## src/rtl/egress_port_if.sv

```systemverilog
// Downstream valid/ready stream carrying one tagged byte per transfer out of an egress port.
// The master drives the head byte and its source tag; the slave returns ready.
interface egress_port_if;
   logic [7:0] out_data;
   logic [1:0] out_src;
   logic       out_valid;
   logic       out_ready;

   modport master (
      output out_data,
      output out_src,
      output out_valid,
      input  out_ready
   );

   modport slave (
      input  out_data,
      input  out_src,
      input  out_valid,
      output out_ready
   );
endinterface

```

## src/rtl/egress_port.sv

```systemverilog
// Crossbar output endpoint: captures the granted mux byte one cycle after the scheduler strobe,
// filters misroutes and overflow, buffers in a tagged circular FIFO and drains over valid/ready.
module egress_port #(
   parameter int         DEPTH   = 4,
   parameter logic [1:0] PORT_ID = 2'b01
) (
   input  logic        clk,
   input  logic        rst_n,
   input  logic        en,
   input  logic [1:0]  sel,
   input  logic [7:0]  din,
   egress_port_if.master dn,
   output logic        full,
   output logic [15:0] pkt_cnt,
   output logic [7:0]  drop_cnt,
   output logic        misroute
);

   localparam int AW = $clog2(DEPTH);
   localparam logic [AW:0] FULL_COUNT = (AW+1)'(DEPTH);

   logic          capPend_q, capPend_d;
   logic [1:0]    capSel_q, capSel_d;
   logic [AW-1:0] wrPtr_q, wrPtr_d;
   logic [AW-1:0] rdPtr_q, rdPtr_d;
   logic [AW:0]   count_q, count_d;
   logic [15:0]   pktCnt_q, pktCnt_d;
   logic [7:0]    dropCnt_q, dropCnt_d;
   logic          misroute_q, misroute_d;
   logic [9:0]    mem [DEPTH];

   logic isEmpty, isFull, popFire, badGrant, overflow, pushFire, dropFire;

   // A full buffer still accepts a capture when the head leaves in the same cycle.
   always_comb begin
      isEmpty  = (count_q == '0);
      isFull   = (count_q == FULL_COUNT);
      popFire  = !isEmpty && dn.out_ready;
      badGrant = capPend_q && ((capSel_q == 2'b00) || (din[1:0] != PORT_ID));
      overflow = capPend_q && !badGrant && isFull && !popFire;
      pushFire = capPend_q && !badGrant && !overflow;
      dropFire = badGrant || overflow;

      capPend_d  = en;
      capSel_d   = sel;
      wrPtr_d    = pushFire ? wrPtr_q + AW'(1) : wrPtr_q;
      rdPtr_d    = popFire  ? rdPtr_q + AW'(1) : rdPtr_q;
      count_d    = count_q;
      if (pushFire && !popFire) begin
         count_d = count_q + (AW+1)'(1);
      end else if (popFire && !pushFire) begin
         count_d = count_q - (AW+1)'(1);
      end
      pktCnt_d   = (popFire && (pktCnt_q != 16'hFFFF)) ? pktCnt_q + 16'd1 : pktCnt_q;
      dropCnt_d  = (dropFire && (dropCnt_q != 8'hFF)) ? dropCnt_q + 8'd1 : dropCnt_q;
      misroute_d = misroute_q || badGrant;
   end

   always_ff @(posedge clk) begin
      if (!rst_n) begin
         capPend_q  <= 1'b0;
         capSel_q   <= 2'b00;
         wrPtr_q    <= '0;
         rdPtr_q    <= '0;
         count_q    <= '0;
         pktCnt_q   <= 16'h0000;
         dropCnt_q  <= 8'h00;
         misroute_q <= 1'b0;
      end else begin
         capPend_q  <= capPend_d;
         capSel_q   <= capSel_d;
         wrPtr_q    <= wrPtr_d;
         rdPtr_q    <= rdPtr_d;
         count_q    <= count_d;
         pktCnt_q   <= pktCnt_d;
         dropCnt_q  <= dropCnt_d;
         misroute_q <= misroute_d;
      end
   end

   // Storage is left unreset; the empty gating below keeps stale contents invisible.
   always_ff @(posedge clk) begin
      if (pushFire) begin
         mem[wrPtr_q] <= {capSel_q, din};
      end
   end

   assign dn.out_valid = !isEmpty;
   assign dn.out_data  = isEmpty ? 8'h00 : mem[rdPtr_q][7:0];
   assign dn.out_src   = isEmpty ? 2'b00 : mem[rdPtr_q][9:8];
   assign full         = isFull;
   assign pkt_cnt      = pktCnt_q;
   assign drop_cnt     = dropCnt_q;
   assign misroute     = misroute_q;

endmodule

```

## src/flat_wrapper.sv

```systemverilog
// flat-port wrapper written by rule: the top's interface ports become plain ports
module egress_port_flat 
#(
   parameter int         DEPTH   = 4,
   parameter logic [1:0] PORT_ID = 2'b01
)
  (clk, rst_n, en, sel, din, full, pkt_cnt, drop_cnt, misroute, dn_out_data, dn_out_src, dn_out_valid, dn_out_ready);
  egress_port_if dn_i ();
  input  logic clk;
  input  logic rst_n;
  input  logic en;
  input  logic [1:0] sel;
  input  logic [7:0] din;
  output logic full;
  output logic [15:0] pkt_cnt;
  output logic [7:0] drop_cnt;
  output logic misroute;
  output wire logic [$bits(dn_i.out_data)-1:0] dn_out_data;
  output wire logic [$bits(dn_i.out_src)-1:0] dn_out_src;
  output wire logic [$bits(dn_i.out_valid)-1:0] dn_out_valid;
  input wire logic [$bits(dn_i.out_ready)-1:0] dn_out_ready;
  assign dn_out_data = dn_i.out_data;
  assign dn_out_src = dn_i.out_src;
  assign dn_out_valid = dn_i.out_valid;
  assign dn_i.out_ready = dn_out_ready;
  egress_port #(.DEPTH(DEPTH), .PORT_ID(PORT_ID)) u_core (.clk(clk), .rst_n(rst_n), .en(en), .sel(sel), .din(din), .dn(dn_i), .full(full), .pkt_cnt(pkt_cnt), .drop_cnt(drop_cnt), .misroute(misroute));
endmodule
```

## config.mk

```make
export PLATFORM = sky130hd
export DESIGN_NAME = egress_port_flat
export DESIGN_NICKNAME = d
export VERILOG_FILES = /design/src/rtl/egress_port_if.sv /design/src/rtl/egress_port.sv /design/src/flat_wrapper.sv
export SDC_FILE = /design/constraint.sdc
export NUM_CORES = 1
export LEC_CHECK = 0
export BUFFER_PORTS_ARGS = -buffer_cell sky130_fd_sc_hd__buf_2
export CAP_MARGIN = 20
export CORE_MARGIN = 3
export CORE_UTILIZATION = 60
export DETAILED_ROUTE_END_ITERATION = 12
export GPL_ROUTABILITY_DRIVEN = 0
export GPL_TIMING_DRIVEN = 0
export PLACE_DENSITY = 0.95
export SYNTH_ARGS = -nofsm -noshare
export SYNTH_HDL_FRONTEND = slang
export SYNTH_SLANG_ARGS = --single-unit
```

## constraint.sdc

```tcl
create_clock -name clk -period 5.81 [get_ports clk]
set_input_delay 1.162 -clock clk [delete_from_list [all_inputs] [get_ports clk]]
set_output_delay 1.162 -clock clk [all_outputs]
set_load 0.02 [all_outputs]
```

==> results.txt, run 1 <==
The highest fanout seen on the critical path came out at 7. The horizontal die dimension came out at 80.1 µm. The slew at the pin closest to its max-slew limit is 886 ps.

Detailed placement ended at an HPWL of about 4.5 mm. The post-cts sizing count is 0. The maximum clock skew at final layout came out at approximately 7.5 ps. The number of clock sinks seen by CTS is 77. The y dimension of the die is 80.1 µm.

Once detail routing completed, the nets flagged for antenna violations numbered 0. The peak ir drop on the vdd network came out at 0.219 mV. The vias after detailed routing is 2330. The max-cap violation count came out at 0.

The die outline area came out at 6420 µm². The global-route wire length before repair came out at 10.8 mm. The worst setup path is captured at a flip-flop.

The fraction of layout cells with a size suffix above 1 is between 20 and 30%. The power density over the cells came out at 387 nW/µm². The final-stage net count came out at approximately 350. The count of final setup violators came out at 0. The clock tree buffer depth is 2. The static leakage came out at 1.41 nW.

The largest net degree at the start of global routing came out at 15. The type of the worst min-delay path is reg -> reg. The number of inserted filler cells in the final layout came out at 358. By area the synthesized netlist is led by sky130_fd_sc_hd__edfxtp_1 36%, sky130_fd_sc_hd__dfxtp_1 22%, sky130_fd_sc_hd__mux4_2 6.8%. The later-pin clock latency in the skew report came out at 340 ps.

The average wire per cell in the routed design came out at approximately 17 µm. The port buffer count is 50. The count of unique library cells instantiated by Yosys came out at 43.

The Yosys warning count is 0. The post-synth design cell area came out at 3300 µm². In the post-synthesis netlist, the cell with the most instances is sky130_fd_sc_hd__edfxtp_1.

The synthesized netlist net count is 284. The detailed-router iteration count before antenna repair is 4. The critical setup path kind is in -> reg.

The most frequently used flop master after synthesis is sky130_fd_sc_hd__edfxtp_1. The clock slew at the register clock pins of the worst setup and hold paths is 80 ps. The initial core utilization came out at 63.3%.

The simple-gate area share of the yosys netlist came out at roughly 17%. The fraction of the cycle the final worst path needs came out at between 50 and 60%. The mean area per synthesized cell came out at 12.6 µm². The setup TNS is 0 ps. The maximum level of the CTS H-tree came out at 3. The sum of routed wire length over all layers came out at 6.67 mm. Buffers inserted to repair hold after CTS numbered 0. The final routed DRC violation total is 0. The TritonCTS clock tree is yes.

Setup repair after global routing left no endpoint under its margin. The antenna diode count is 0. The placeable core area is roughly 5200 µm².

The adder and majority cell fraction of the synthesized area is ~3.3%. The library cell occupying the most area in the post-synthesis netlist is sky130_fd_sc_hd__edfxtp_1. The share of the synthesized area in compound gates (AO/OA/AOI/OAI) came out at ~8%. The final count of pins violating max slew came out at 0. The area share of the leading cell type in the synthesized netlist came out at 36.4%.

For the worst setup path, the data arrival time is 3460 ps. The worst path required time came out at approximately 6000 ps. The number of flip-flops and latches in the synthesized netlist came out at 77. The setup fix buffers added after clock tree synthesis is 0. The shortest period the worst path allows came out at 3190 ps.

The count of final hold-check violations came out at 0. In this run the count of I/O pins placed on the die edge is 51. Ranked by instance count, the synthesized netlist is headed by 40 x sky130_fd_sc_hd__edfxtp_1, 37 x sky130_fd_sc_hd__dfxtp_1, 16 x sky130_fd_sc_hd__a21oi_1, 16 x sky130_fd_sc_hd__nand2_1, 13 x sky130_fd_sc_hd__nor2_1. The number of enable flip-flop cells after synthesis is 40. The multiplexer share of the synthesized area is 8.66%.

Measured against its own limit, the worst slew margin works out to 40.5%. The total number of placement rows came out at 26. Derived from the worst setup path, the maximum achievable clock frequency is between 300 and 400 MHz. The final worst slack came out at 2620 ps. The post-synthesis sequential area ratio came out at 58.9%. By area, the combinational part of the netlist is dominated by simple AND/OR/NAND/NOR gates. The run finished with clean final reports. The placement-stage worst setup slack came out at 2270 ps. The initial antenna violation count is 0. The DRC marker count from the first detailed-route iteration is 154. The cell chosen for the clock root is sky130_fd_sc_hd__clkbuf_8. The area growth from synthesis to layout is 17.0%. Of the total synthesized cell area, the portion taken by XOR and XNOR cells is 1.86%. The proportion of synthesized flip-flops having asynchronous set or reset is 0%. The remaining global-route overflow came out at 0.

The number of clock buffers added by TritonCTS is 9. The worst setup path is launched from an input port. Dividing the detail-routed via count by the number of cells gives roughly 6. The via count of the first global-routing pass was 2212. The total routing usage reported by global routing came out at between 20% and 30%. The synthesized netlist cell count came out at 262.
critical path, stage by stage:
cell and delay, ps:
sky130_fd_sc_hd__buf_2 120, sky130_fd_sc_hd__nand2b_1 190, sky130_fd_sc_hd__nor4_2 610, sky130_fd_sc_hd__ha_1 300
sky130_fd_sc_hd__inv_1 60, sky130_fd_sc_hd__fa_1 390, sky130_fd_sc_hd__xor2_1 160, sky130_fd_sc_hd__or3_1 310
sky130_fd_sc_hd__a21oi_1 140
path summary, 6_finish.rpt:
path                     start  slack (ps)           endpoint  cells after the start
max                     din[1]        2620  u_core.count_q[2]                      9
min            u_core.misroute         460    u_core.misroute                      2
max reg2reg  u_core.count_q[0]        3240  u_core.count_q[2]                      8
min reg2reg    u_core.misroute         460    u_core.misroute                      2
cell usage in the layout (no fill, tap or decap), types with 2 or more instances in the layout:
cell	Yosys	layout
sky130_fd_sc_hd__nor3_1	4	4
sky130_fd_sc_hd__bufinv_16	0	2
sky130_fd_sc_hd__o31ai_1	6	6
sky130_fd_sc_hd__ha_1	7	7
sky130_fd_sc_hd__or4_1	4	4
sky130_fd_sc_hd__nand4_1	5	5
sky130_fd_sc_hd__clkinvlp_4	0	3
sky130_fd_sc_hd__nand2b_1	4	4
sky130_fd_sc_hd__o21ai_0	5	5
sky130_fd_sc_hd__o21ai_1	6	6
sky130_fd_sc_hd__clkbuf_8	0	9
sky130_fd_sc_hd__xnor2_1	2	2
sky130_fd_sc_hd__or3_2	2	2
sky130_fd_sc_hd__and3_1	4	4
sky130_fd_sc_hd__dfxtp_1	37	37
sky130_fd_sc_hd__nor4_1	3	3
sky130_fd_sc_hd__or3_1	9	9
sky130_fd_sc_hd__inv_1	9	9
sky130_fd_sc_hd__nand3_1	5	5
sky130_fd_sc_hd__a21oi_1	16	16
sky130_fd_sc_hd__and2_1	8	8
sky130_fd_sc_hd__xor2_1	5	5
sky130_fd_sc_hd__clkbuf_1	5	5
sky130_fd_sc_hd__mux4_2	10	10
sky130_fd_sc_hd__nand2_1	16	16
sky130_fd_sc_hd__clkinv_4	0	2
sky130_fd_sc_hd__buf_6	2	2
sky130_fd_sc_hd__nor2b_1	10	10
sky130_fd_sc_hd__o221a_2	2	2
sky130_fd_sc_hd__edfxtp_1	40	40
sky130_fd_sc_hd__mux2i_1	6	6
sky130_fd_sc_hd__nor4_2	2	2
sky130_fd_sc_hd__buf_2	2	52
sky130_fd_sc_hd__nor2_1	13	13
through the flow:
step	cell area, µm²	total power, mW	utilization [%]	hold WS (ps)	cells
global route	3860	1.56	74.1	487	398
global placement	3630	1.04	69.8	450	382
finish	3860	1.49	74.1	456	398
detailed placement	3630	1.06	69.8	447	382
floorplan	3300	0.940	-	461	262
CTS	3860	1.50	74.1	459	398
sequential cells by signal, summed over array words and instances (netlist names), named ones only:
| signal | count |
|---|---|
| u_core.pkt_cnt | 16 |
| u_core.wrPtr_q | 2 |
| u_core.count_q | 3 |
| u_core.rdPtr_q | 2 |
| u_core.capPend_q | 1 |
| u_core.drop_cnt | 8 |
| u_core.capSel_q | 2 |
| u_core.misroute | 1 |
| u_core.mem | 40 |
per-layer routing:
layer	wire length (µm)	global-route usage [%]	share of wire (%)	up-vias
met4	57	7.94	0.85	0
met3	436	5.72	6.5	7
li1	-	-	-	1103
met5	0	0	0	-
met1	2690	27.2	40	1138
met2	3490	38.8	52	82
layout make-up:
class                   count  area, µm²  area share, %
well taps                  70       87.6           2.27
repair buffers             50        250           6.49
clock inverters             7        100           2.59
inverters                  10       37.5          0.973
multi-input cells         166       1260           32.8
flip-flops and latches     77       1940           50.3
plain buffers               9       51.3           1.33
clock buffers               9        124           3.21
where the power goes:
group / switching [mW] / total, mW / internal [mW]
combinational: 0.250 / 0.421 / 0.171
clock: 0.200 / 0.443 / 0.243
sequential: 0.0311 / 0.628 / 0.597
total: 0.482 / 1.49 / 1.01
cells by family (layout without fill, tap and decap cells):
group	count (synthesis)	after routing
adders and majority gates	8	8
and+or+nand+nor	94	94
AOI/OAI and AO/OA	41	41
buffers and inverters	19	85
muxes	16	16
DFF	77	77
xor gates and xnor gates	7	7
Note: power is estimated with default switching activity, not from simulation.
==> run 2: changes to the inputs <==
--- a/config.mk
+++ b/config.mk
@@ -8,11 +8,11 @@
 export BUFFER_PORTS_ARGS = -buffer_cell sky130_fd_sc_hd__buf_2
 export CAP_MARGIN = 20
 export CORE_MARGIN = 3
-export CORE_UTILIZATION = 60
+export CORE_UTILIZATION = 56
 export DETAILED_ROUTE_END_ITERATION = 12
 export GPL_ROUTABILITY_DRIVEN = 0
 export GPL_TIMING_DRIVEN = 0
-export PLACE_DENSITY = 0.95
+export PLACE_DENSITY = 0.9
 export SYNTH_ARGS = -nofsm -noshare
 export SYNTH_HDL_FRONTEND = slang
 export SYNTH_SLANG_ARGS = --single-unit
==> constraint.sdc (replaced) <==
create_clock -name clk -period 3.1 [get_ports clk]
set_input_delay 0.62 -clock clk [delete_from_list [all_inputs] [get_ports clk]]
set_output_delay 0.62 -clock clk [all_outputs]
set_load 0.02 [all_outputs]
==> results.txt, run 2 (synthesized netlist as in run 1, its figures left out) <==
The count of nets left with antenna violations once routing finished came out at 0. The placeable core area came out at roughly 5600 µm². Ranked by flip-flop count, first place goes to u_core.mem. After detailed routing, the number of remaining DRC violations is 0. The leading cell type in the layout, fill and taps excluded is sky130_fd_sc_hd__buf_2.

The placed wire-length estimate came out at approximately 4.6 mm. The tightest hold margin is a little under 500 ps. The worst setup path is of the in -> reg kind.

The highest fanout seen on the critical path is 7. CTS placed an instance of sky130_fd_sc_hd__clkbuf_8 at the clock tree root. After filler insertion, the fill cell instance count of the layout stands at ~420. The shortest period the worst path allows came out at ~2700 ps. The final count of pins violating max slew came out at 0. Post-CTS timing repair inserted 0 buffers for setup.

The number of clock sinks seen by CTS is 77. The total number of placement rows came out at 27. The worst setup path is launched from an input port. The final standard cell area without fillers is 3850 µm². The maximum clock rate is 377 MHz. Setup repair after global routing left no endpoint under its margin. The number of clock buffers added by TritonCTS is 9. The largest net degree at the start of global routing came out at 14. The initial antenna violation count is 0. The min-delay analysis places its worst path in the category reg -> reg. The port buffer count is 50. The detailed-router iteration count before antenna repair came out at 4.

The worst path required time came out at 3370 ps. The setup TNS is 0 ps. The flip-flop count of the largest register, all copies and words added is 40. The fraction of layout cells with a size suffix above 1 came out at 27.4%. The via count of the first global-routing pass came out at ~2200. The y dimension of the die came out at 82.7 µm. In this run the power density over the cells is 717 nW/µm². Counting along the longest clock path gives a buffer depth of 2. The number of antenna diodes in the final layout is 0.

Relative to the synthesized area, the layout overhead comes to 16.8%. The peak ir drop on the vdd network is 0.513 mV. The count of final hold-check violations came to 0. The final-stage net count came out at 345. Setup violations remaining at the end of the flow were counted as 0. The library cells used most frequently in the layout, excluding fill and tap cells, are 52 x sky130_fd_sc_hd__buf_2, 40 x sky130_fd_sc_hd__edfxtp_1, 37 x sky130_fd_sc_hd__dfxtp_1, 16 x sky130_fd_sc_hd__nand2_1, 16 x sky130_fd_sc_hd__a21oi_1. The remaining global-route overflow came out at 0. The average wire per cell in the routed design came out at between 15 and 20 µm.

STA classifies the critical path endpoint as a flip-flop. The detailed-route vias per instance came out at 5.82. The initial core utilization came out at between 50% and 60%. For the pin with the worst max-slew slack, the measured transition is approximately 980 ps. The flow ran to the end, and the final reports show no timing, DRC or antenna violations. Data arrives at the worst endpoint at just under 3000 ps. The maximum clock skew at final layout is 5.22 ps. The worst slew margin relative to its limit came out at 34.5%. The first global-routing pass estimated 10.3 mm of wire. The detailed router finished its first iteration with ~140 violations.

The die is 82.7 µm wide. The maximum level of the CTS H-tree is 3. The number of hold-repair buffers added at the cts stage came out at 0. The total routing usage reported by global routing is 20.8%. The final critical path takes up 85.5% of the cycle. The number of I/O pins is 51.

The final route contains roughly 2300 vias. In this run, post-CTS repair resized a total of 0 instances. TritonCTS built the clock tree. The die outline area came out at 6840 µm². Clock-pin slew was measured on the worst setup and hold paths at 70 ps. The later-pin clock latency in the skew report is 340 ps. Across the run, the number of max-cap violations was 0. The fraction of the core area covered by cells at the end of the flow came out at 68.6%. Once placement finished, the instance area stood at 3640 µm².

The sum of routed wire length over all layers is between 6 and 7 mm. The static leakage came out at ~1.4 nW.
## run 2: cell types whose count changed in the layout (fill, tap and decap cells not counted)
cell,before,now
sky130_fd_sc_hd__inv_6,0,1
sky130_fd_sc_hd__clkinv_4,2,0
sky130_fd_sc_hd__clkinv_1,1,3
sky130_fd_sc_hd__clkinv_2,0,1
sky130_fd_sc_hd__clkinvlp_4,3,1
## run 2: layout make-up
class                   count  area (µm²)  share of cell area [%]
flip-flops and latches     77        1940                    50.5
plain buffers               9        51.3                    1.33
inverters                  10        37.5                   0.975
clock inverters             7        88.8                    2.31
well taps                  72        90.1                    2.34
multi-input cells         166        1260                    32.9
repair buffers             50         250                    6.50
clock buffers               9         124                    3.22
## run 2: critical path: stages
cell,delay (ps)
sky130_fd_sc_hd__buf_2,120
sky130_fd_sc_hd__nand2b_1,200
sky130_fd_sc_hd__nor4_2,620
sky130_fd_sc_hd__ha_1,300
sky130_fd_sc_hd__inv_1,60
sky130_fd_sc_hd__fa_1,380
sky130_fd_sc_hd__xor2_1,170
sky130_fd_sc_hd__or3_1,310
sky130_fd_sc_hd__a21oi_1,130
## run 2: worst paths after layout
path	from	to	slack, ps	cells past startpoint
worst min register to register	u_core.misroute	u_core.misroute	480	2
worst max register to register	u_core.count_q[0]	u_core.count_q[2]	550	8
worst max-delay path	din[1]	u_core.count_q[2]	450	9
worst min-delay path	u_core.misroute	u_core.misroute	480	2
## run 2: metrics by stage
| stage | total power, mW | setup WS, ps | std cells |
|---|---|---|---|
| after global placement | 1.96 | 194 | 384 |
| final | 2.76 | 449 | 400 |
| after detailed placement | 1.98 | 113 | 384 |
| after CTS | 2.78 | 455 | 400 |
| after global routing | 2.90 | 254 | 400 |
| after floorplan | 1.76 | 500 | 262 |
## run 2: routing by layer
| metal | vias to the layer above | wire length [µm] | global-route usage, % | share of wire (%) |
|---|---|---|---|---|
| met2 | 98 | 3330 | 35.5 | 51 |
| met1 | 1108 | 2660 | 24.8 | 40 |
| met5 | - | 0 | 0 | 0 |
| met3 | 19 | 405 | 4.34 | 6.2 |
| met4 | 0 | 179 | 10.6 | 2.7 |
| li1 | 1102 | - | - | - |
## run 2: where the power goes
part	switching, mW	total (mW)	leakage, nW	internal, mW
combinational	0.460	0.778	0.648	0.318
clock	0.359	0.808	0.105	0.449
sequential	0.0544	1.17	0.661	1.12
total	0.873	2.76	1.41	1.89
